[config.mk]
export PLATFORM = sky130hd
export DESIGN_NAME = id_ex_stage_reg
export DESIGN_NICKNAME = d
export VERILOG_FILES = /design/src/rtl/id_ex_stage_reg.sv
export SDC_FILE = /design/constraint.sdc
export NUM_CORES = 1
export LEC_CHECK = 0
export BUFFER_PORTS_ARGS = -buffer_cell sky130_fd_sc_hd__buf_4
export CORE_MARGIN = 5
export CORE_UTILIZATION = 40
export CTS_CLUSTER_DIAMETER = 40
export DETAILED_ROUTE_END_ITERATION = 8
export PLACE_DENSITY = 0.66
export SKIP_CTS_REPAIR_TIMING = 1
export SYNTH_ARGS = -nofsm -noshare
export SYNTH_HDL_FRONTEND = slang
export SYNTH_SLANG_ARGS = --single-unit
[constraint.sdc]
create_clock -name clock -period 10.61 [get_ports clock]
set_input_delay 2.122 -clock clock [delete_from_list [all_inputs] [get_ports clock]]
set_output_delay 2.122 -clock clock [all_outputs]
set_load 0.1 [all_outputs]
[src/rtl/id_ex_stage_reg.sv]
// ID/EX pipeline register with valid/ready flow control, flush and an
// optional skid entry. Holds up to two in-order beats when SKID is set,
// otherwise a single entry whose ready passes straight through.
module id_ex_stage_reg #(
   parameter int unsigned XLEN    = 32,
   parameter int unsigned RADDR_W = 5,
   parameter int unsigned WB_W    = 2,
   parameter int unsigned M_W     = 3,
   parameter int unsigned SKID    = 1,
   parameter int unsigned CNT_W   = 16
) (
   input  logic               clock,
   input  logic               reset,
   input  logic               flush,
   input  logic               in_valid,
   output logic               in_ready,
   input  logic [WB_W-1:0]    ctl_wb,
   input  logic [M_W-1:0]     ctl_m,
   input  logic [3:0]         ctl_ex,
   input  logic [XLEN-1:0]    npc,
   input  logic [XLEN-1:0]    rdata1,
   input  logic [XLEN-1:0]    rdata2,
   input  logic [XLEN-1:0]    imm,
   input  logic [RADDR_W-1:0] rt_in,
   input  logic [RADDR_W-1:0] rd_in,
   output logic               out_valid,
   input  logic               out_ready,
   output logic [WB_W-1:0]    wb_ctl,
   output logic [M_W-1:0]     m_ctl,
   output logic               regdst,
   output logic [1:0]         aluop,
   output logic               alusrc,
   output logic [XLEN-1:0]    npc_out,
   output logic [XLEN-1:0]    rdata1_out,
   output logic [XLEN-1:0]    rdata2_out,
   output logic [XLEN-1:0]    imm_out,
   output logic [RADDR_W-1:0] rt_out,
   output logic [RADDR_W-1:0] rd_out,
   output logic [CNT_W-1:0]   stall_cnt
);

   // Whole beat is moved as one vector so fields can never mix between entries.
   localparam int unsigned BW = WB_W + M_W + 4 + 4 * XLEN + 2 * RADDR_W;

   localparam logic [1:0] ST_EMPTY = 2'd0;
   localparam logic [1:0] ST_ONE   = 2'd1;
   localparam logic [1:0] ST_FULL  = 2'd2;

   logic [1:0]       state_q, state_d;
   logic [BW-1:0]    main_q, main_d;
   logic [BW-1:0]    skid_q, skid_d;
   logic [BW-1:0]    in_beat;
   logic             in_ready_q;
   logic             rdy_q;
   logic [CNT_W-1:0] stall_q;
   logic             accept, retire;

   logic [WB_W-1:0]  wb_raw;
   logic [M_W-1:0]   m_raw;
   logic [3:0]       ex_raw;

   assign in_beat   = {ctl_wb, ctl_m, ctl_ex, npc, rdata1, rdata2, imm, rt_in, rd_in};
   assign out_valid = (state_q != ST_EMPTY);

   // rdy_q keeps the pass-through ready low until the first edge after reset.
   assign in_ready  = (SKID != 0) ? in_ready_q : (rdy_q && (!out_valid || out_ready));

   assign accept = in_valid && in_ready;
   assign retire = out_valid && out_ready;

   assign {wb_raw, m_raw, ex_raw, npc_out, rdata1_out, rdata2_out, imm_out, rt_out, rd_out} =
      main_q;

   // Control is forced to zero on bubbles; data keeps the last head beat.
   assign wb_ctl    = out_valid ? wb_raw    : '0;
   assign m_ctl     = out_valid ? m_raw     : '0;
   assign regdst    = out_valid ? ex_raw[3] : 1'b0;
   assign aluop     = out_valid ? ex_raw[2:1] : 2'b00;
   assign alusrc    = out_valid ? ex_raw[0] : 1'b0;
   assign stall_cnt = stall_q;

   // Entry occupancy and data movement; flush drops everything incl. the incoming beat.
   always_comb begin
      state_d = state_q;
      main_d  = main_q;
      skid_d  = skid_q;
      if (flush) begin
         state_d = ST_EMPTY;
      end else begin
         case (state_q)
            ST_EMPTY: begin
               if (accept) begin
                  main_d  = in_beat;
                  state_d = ST_ONE;
               end
            end
            ST_ONE: begin
               if (accept && retire) begin
                  main_d = in_beat;
               end else if (accept) begin
                  skid_d  = in_beat;
                  state_d = ST_FULL;
               end else if (retire) begin
                  state_d = ST_EMPTY;
               end
            end
            ST_FULL: begin
               if (retire) begin
                  main_d  = skid_q;
                  state_d = ST_ONE;
               end
            end
            default: state_d = ST_EMPTY;
         endcase
      end
   end

   // State, entries and registered ready.
   always_ff @(posedge clock or posedge reset) begin
      if (reset) begin
         state_q    <= ST_EMPTY;
         main_q     <= '0;
         skid_q     <= '0;
         in_ready_q <= 1'b0;
         rdy_q      <= 1'b0;
      end else begin
         state_q    <= state_d;
         main_q     <= main_d;
         skid_q     <= skid_d;
         in_ready_q <= (state_d != ST_FULL);
         rdy_q      <= 1'b1;
      end
   end

   // Saturating count of cycles where execute is holding off a valid beat.
   always_ff @(posedge clock or posedge reset) begin
      if (reset) begin
         stall_q <= '0;
      end else if (out_valid && !out_ready && (stall_q != {CNT_W{1'b1}})) begin
         stall_q <= stall_q + CNT_W'(1);
      end
   end

endmodule

* Word level (Yosys, flattened, before mapping)
Index checks and enable logic that the tools add are counted.
** Word-level totals
- Word-level logic and storage cells :: 42
- Register bits :: 313
- Output and inout port bits :: 165
- Bits of input ports :: 152
** Operators by class
- Equality and inequality tests :: 7
- Add/subtract/negate cells :: 1
- Reduce and logical (&&, ||, !) cells :: 11
- Mux-type cells :: 16
- Bitwise logic cells :: 2
** Operators with widths (number)
- $mux W147 :: 3
- $pmux W147 S3 :: 1
- $add A16 B1 Y16 const B :: 1
- $mux W2 :: 8
- $ne A16 B16 Y1 const B :: 1
- $ne A2 B2 Y1 const B :: 4
- $pmux W2 S3 :: 1
- $logic_and A1 B1 Y1 :: 5
- $reduce_and A5 Y1 :: 1
- $reduce_and A4 Y1 :: 1
- $mux W3 :: 1
- $reduce_bool A3 Y1 :: 1
- $eq A2 B1 Y1 const B :: 1
- $eq A2 B2 Y1 const B :: 1
- $logic_not A2 Y1 :: 1
- $mux W1 :: 2
- $not A1 Y1 :: 2
- $reduce_bool A2 Y1 :: 1
- $logic_not A1 Y1 :: 1

* Logic depth before layout (Yosys ltp)
- Word-level depth :: 8
- Depth in mapped cells :: 7
- Gate-level depth less buffers :: 5

* Worst setup path before layout
OpenSTA, ideal clock, no wires.
- Path type :: register to output
- Start point :: reg state_q[1]
- End point :: out aluop[0]
- Path buffers :: 2
- Stages on the path, launching flop included :: 5
- Setup slack :: 6.463 ns
- Required time :: 8.488 ns
- Data arrival time :: 2.025 ns
- Cells stage by stage :: dfrtp_1 buf_6 nor2_1 clkbuf_1 nor2b_1
** On the way
- Word-level cells in the longest chain between the ends :: 2
** Ends and longest elaborated chain
- from (decl) :: line 49 : logic [1:0] state_q, state_d;
- from (signal assigned) :: line 127 : state_q <= state_d;
- $reduce_bool A2 Y1 :: line 63 : assign out_valid = (state_q != ST_EMPTY);
- $mux W2 :: line 78 : assign aluop = out_valid ? ex_raw[2:1] : 2'b00;
- to (decl) :: line 31 : output logic [1:0] aluop,
Every way passes these cells.

* Worst setup path in the final report
- Start point :: reg state_q[1]
- End point :: out m_ctl[0]
** On the way
- Word-level cells in the longest chain between the ends :: 2
** Ends and longest elaborated chain
- $reduce_bool A2 Y1 :: line 63
- $mux W3 :: line 76 : assign m_ctl = out_valid ? m_raw : '0;
- to (decl) :: line 29 : output logic [M_W-1:0] m_ctl,
Every way passes these cells.

==> impl_metrics.tcl <==
set metrics [dict create \
    synth_fa_ha_area_frac 0.000837 \
    cts_buffer_depth 3 \
    die_w_um 203 \
    async_flop_share 1.00 \
    ios 317 \
    slew_violations 0 \
    peakVddDrop_v 0.000218 \
    fmax_mhz 233 \
    fill_cells 3324 \
    cp.arrival_ns 2.18 \
    fin_area_mm2 0.0181 \
    synth_top_family_by_area "multiplexers" \
    dr.pass1.iters 4 \
    rsz0062_at_grt "no" \
    max_stage_delay_ns 0.67 \
    grt_pass1_wl_um 55400 \
    synth_edf_count 0 \
    via_count 9698 \
    synth_ff_type "dfrtp_1" \
    end_kind "output port" \
    synthXorXnorAreaFrac 0.00762 \
    grt_remaining_overflow 0 \
    synth_area_mm2 0.0149 \
    areaGrowthSynthToFinish_pct 21.3 \
    path_cells "nor2_1, nor2b_1, buf_4" \
    drc 0 \
    synth_cells 1341 \
    fin_crit_ns 4.30 \
    drive_above_1_share 0.441 \
    synthMuxAreaShare 0.224 \
    path_max_fanout 11 \
    synth_cell_types 38 \
    rows 70 \
    synth_top_area_frac 0.524 \
    synthSimpleGateAreaFrac 0.133 \
    antenna_found_initial 1 \
    yosys_warnings 0 \
    crit_family "simple AND/OR/NAND/NOR gates" \
    cp.required_ns 8.49 \
    hold_class "reg2reg" \
    crit_buf_inv 1 \
    fin_skew_ns 0.0141 \
    ant_nets 0 \
    place.gp.congestion 0.770 \
    placed_area_mm2 0.0165 \
    setup_violations 0 \
    nets 1665 \
    setup_tns_ns 0 \
    track_usage 0.165 \
    tightest_slew_ns 1.10 \
    cts_tree "yes" \
    via_per_inst 4.81 \
    drv_cap 0 \
    fin_crit_sh 0.405 \
    die_area_mm2 0.0413 \
    p_per_area_mw_per_mm2 274 \
    clk_latency_ns 0.55 \
    htree_num_levels 2 \
    cp_slowest_cell "nor2_1" \
    synthTopCellsByArea "dfrtp_1 52%, mux2_2 20%, nand2_1 11%" \
    die_y_um 203 \
    drt-wirelength-per-cell_um 17.1 \
    synth.net_count 1494 \
    cts_root_buf "clkbuf_16" \
    grt_max_degree 169 \
    status "finished clean" \
    leakage_nw 8.98 \
    start_util 0.406 \
    drt_wl_total_um 34500 \
    yosysTopAreaCell "dfrtp_1" \
    path_clk_slew_ns 0.05 \
    syn_avg_cell_area_um2 11.1 \
    finalHoldViolCount 0 \
    coreArea_mm2 0.0368 \
    relSlewSlack 0.264 \
    cts_sinks 313 \
    ys_ff_latch 313 \
    dp.final_hpwl_um 22300 \
    path_class "reg2out" \
    synth-seq-area-share 0.524 \
    synth_compound_area_frac 0.00611 \
    startpoint_type "flip-flop" \
    drt-initial-drc-count 407 \
    holdWs_ns 0.484 \
    io_buffers 316 \
    grt_pass1_vias 10200 \
    cts_buffers 49 \
]
## placed cells by master, fill, tap and decap left out, drive strengths merged, types with 2 or more instances in the layout
| master | netlist | routed |
|---|---|---|
| dfrtp | 313 | 313 |
| nand3 | 7 | 7 |
| bufinv | 0 | 7 |
| inv | 5 | 8 |
| mux2i | 2 | 2 |
| buf | 193 | 327 |
| nor4b | 2 | 2 |
| and3b | 2 | 2 |
| clkbuf | 14 | 60 |
| and4 | 4 | 4 |
| nor2 | 6 | 6 |
| a211oi | 3 | 3 |
| and3 | 2 | 2 |
| nand4 | 2 | 2 |
| xor2 | 13 | 13 |
| nand2 | 448 | 448 |
| mux2 | 295 | 295 |
| clkinv | 0 | 10 |
| nor4 | 3 | 3 |
| clkinvlp | 0 | 7 |
| nor2b | 11 | 11 |
| a21oi | 2 | 2 |
| nor3 | 4 | 4 |
## worst register-to-register path, stage by stage, from the launching register on
cell and delay, ns:
dfrtp_1 0.54, and3b_1 0.25, nand3b_1 0.27, buf_4 0.38
buf_4 0.69, mux2_2 0.46
## through the flow
| step | power (W) | cells | setup slack [ns] | utilization |
|---|---|---|---|---|
| detailed placement | 0.00339 | 1929 | 6.26 | 0.448 |
| global placement | 0.00336 | 1929 | 6.27 | 0.448 |
| CTS | 0.00504 | 2016 | 6.26 | 0.493 |
| global route | 0.00518 | 2017 | 6.16 | 0.493 |
| finish | 0.00497 | 2017 | 6.31 | 0.493 |
| floorplan | 0.00318 | 1341 | 4.32 | - |
## metal layers
layer / global-route usage / share of wire / up-vias
li1: - / - / 4595
met1: 0.202 / 0.41 / 4807
met2: 0.278 / 0.49 / 229
met3: 0.0472 / 0.069 / 67
met4: 0.0605 / 0.029 / 0
met5: 0 / 0 / -
## cells in the mapped netlist (2+ instances only)
master    count
nand2_1     448
a211oi_1      2
and3_1        2
nor4b_2       2
nand3_1       6
nand4_1       2
mux2_1       31
buf_6        29
clkbuf_1     14
a21oi_1       2
buf_4       140
buf_2        23
inv_1         5
xor2_1       13
nor2_1        6
and3b_1       2
and4_1        4
dfrtp_1     313
nor3_1        3
mux2i_1       2
nor2b_1      10
mux2_2      264
nor4_1        3
## power breakdown
group | switching (W) | internal [W] | leakage, nW
Combinational | 0.00123 | 0.000456 | 4.41
Sequential | 0.000172 | 0.00150 | 3.78
Clock | 0.000567 | 0.00105 | 0.798
Total | 0.00197 | 0.00300 | 8.98
## worst paths after layout
path                       cells after the start  slack [ns]                 endpoint                     from
max reg2reg                                    5        7.90   skid_q[47]$_DFFE_PP0P_     state_q[1]$_DFF_PP0_
min in group asynchronous                      3        1.86   main_q[34]$_DFFE_PP0P_                    reset
max                                            3        6.31                 m_ctl[0]     state_q[1]$_DFF_PP0_
max in group asynchronous                      4        7.16  skid_q[121]$_DFFE_PP0P_                    reset
min reg2reg                                    1        0.48  main_q[144]$_DFFE_PP0P_  main_q[144]$_DFFE_PP0P_
min                                            1        0.48  main_q[144]$_DFFE_PP0P_  main_q[144]$_DFFE_PP0P_
## cell families after synthesis
group                      count (synthesis)
and+or+nand+nor                          494
DFF                                      313
muxes                                    297
buffers and inverters                    212
xor gates and xnor gates                  13
AOI/OAI and AO/OA                         11
adders and majority gates                  1
## state kept, by name (all words and copies together), names as in the netlist
signal and cells:
main_q 147, skid_q 147, stall_cnt 16, state_q 2, in_ready 1
## area by class of cell
class                      count  area [um^2]  area share
antenna                        1         2.50    0.000138
clock buffer                  60         1310      0.0721
clock inverter                27          348      0.0192
inverter                       5         22.5     0.00124
multi-input combinational    816         5570       0.307
sequential                   313         7830       0.432
tap                          468          586      0.0323
timing repair buffer         327         2470       0.136
No activity file was read; power rests on OpenSTA's default activity.
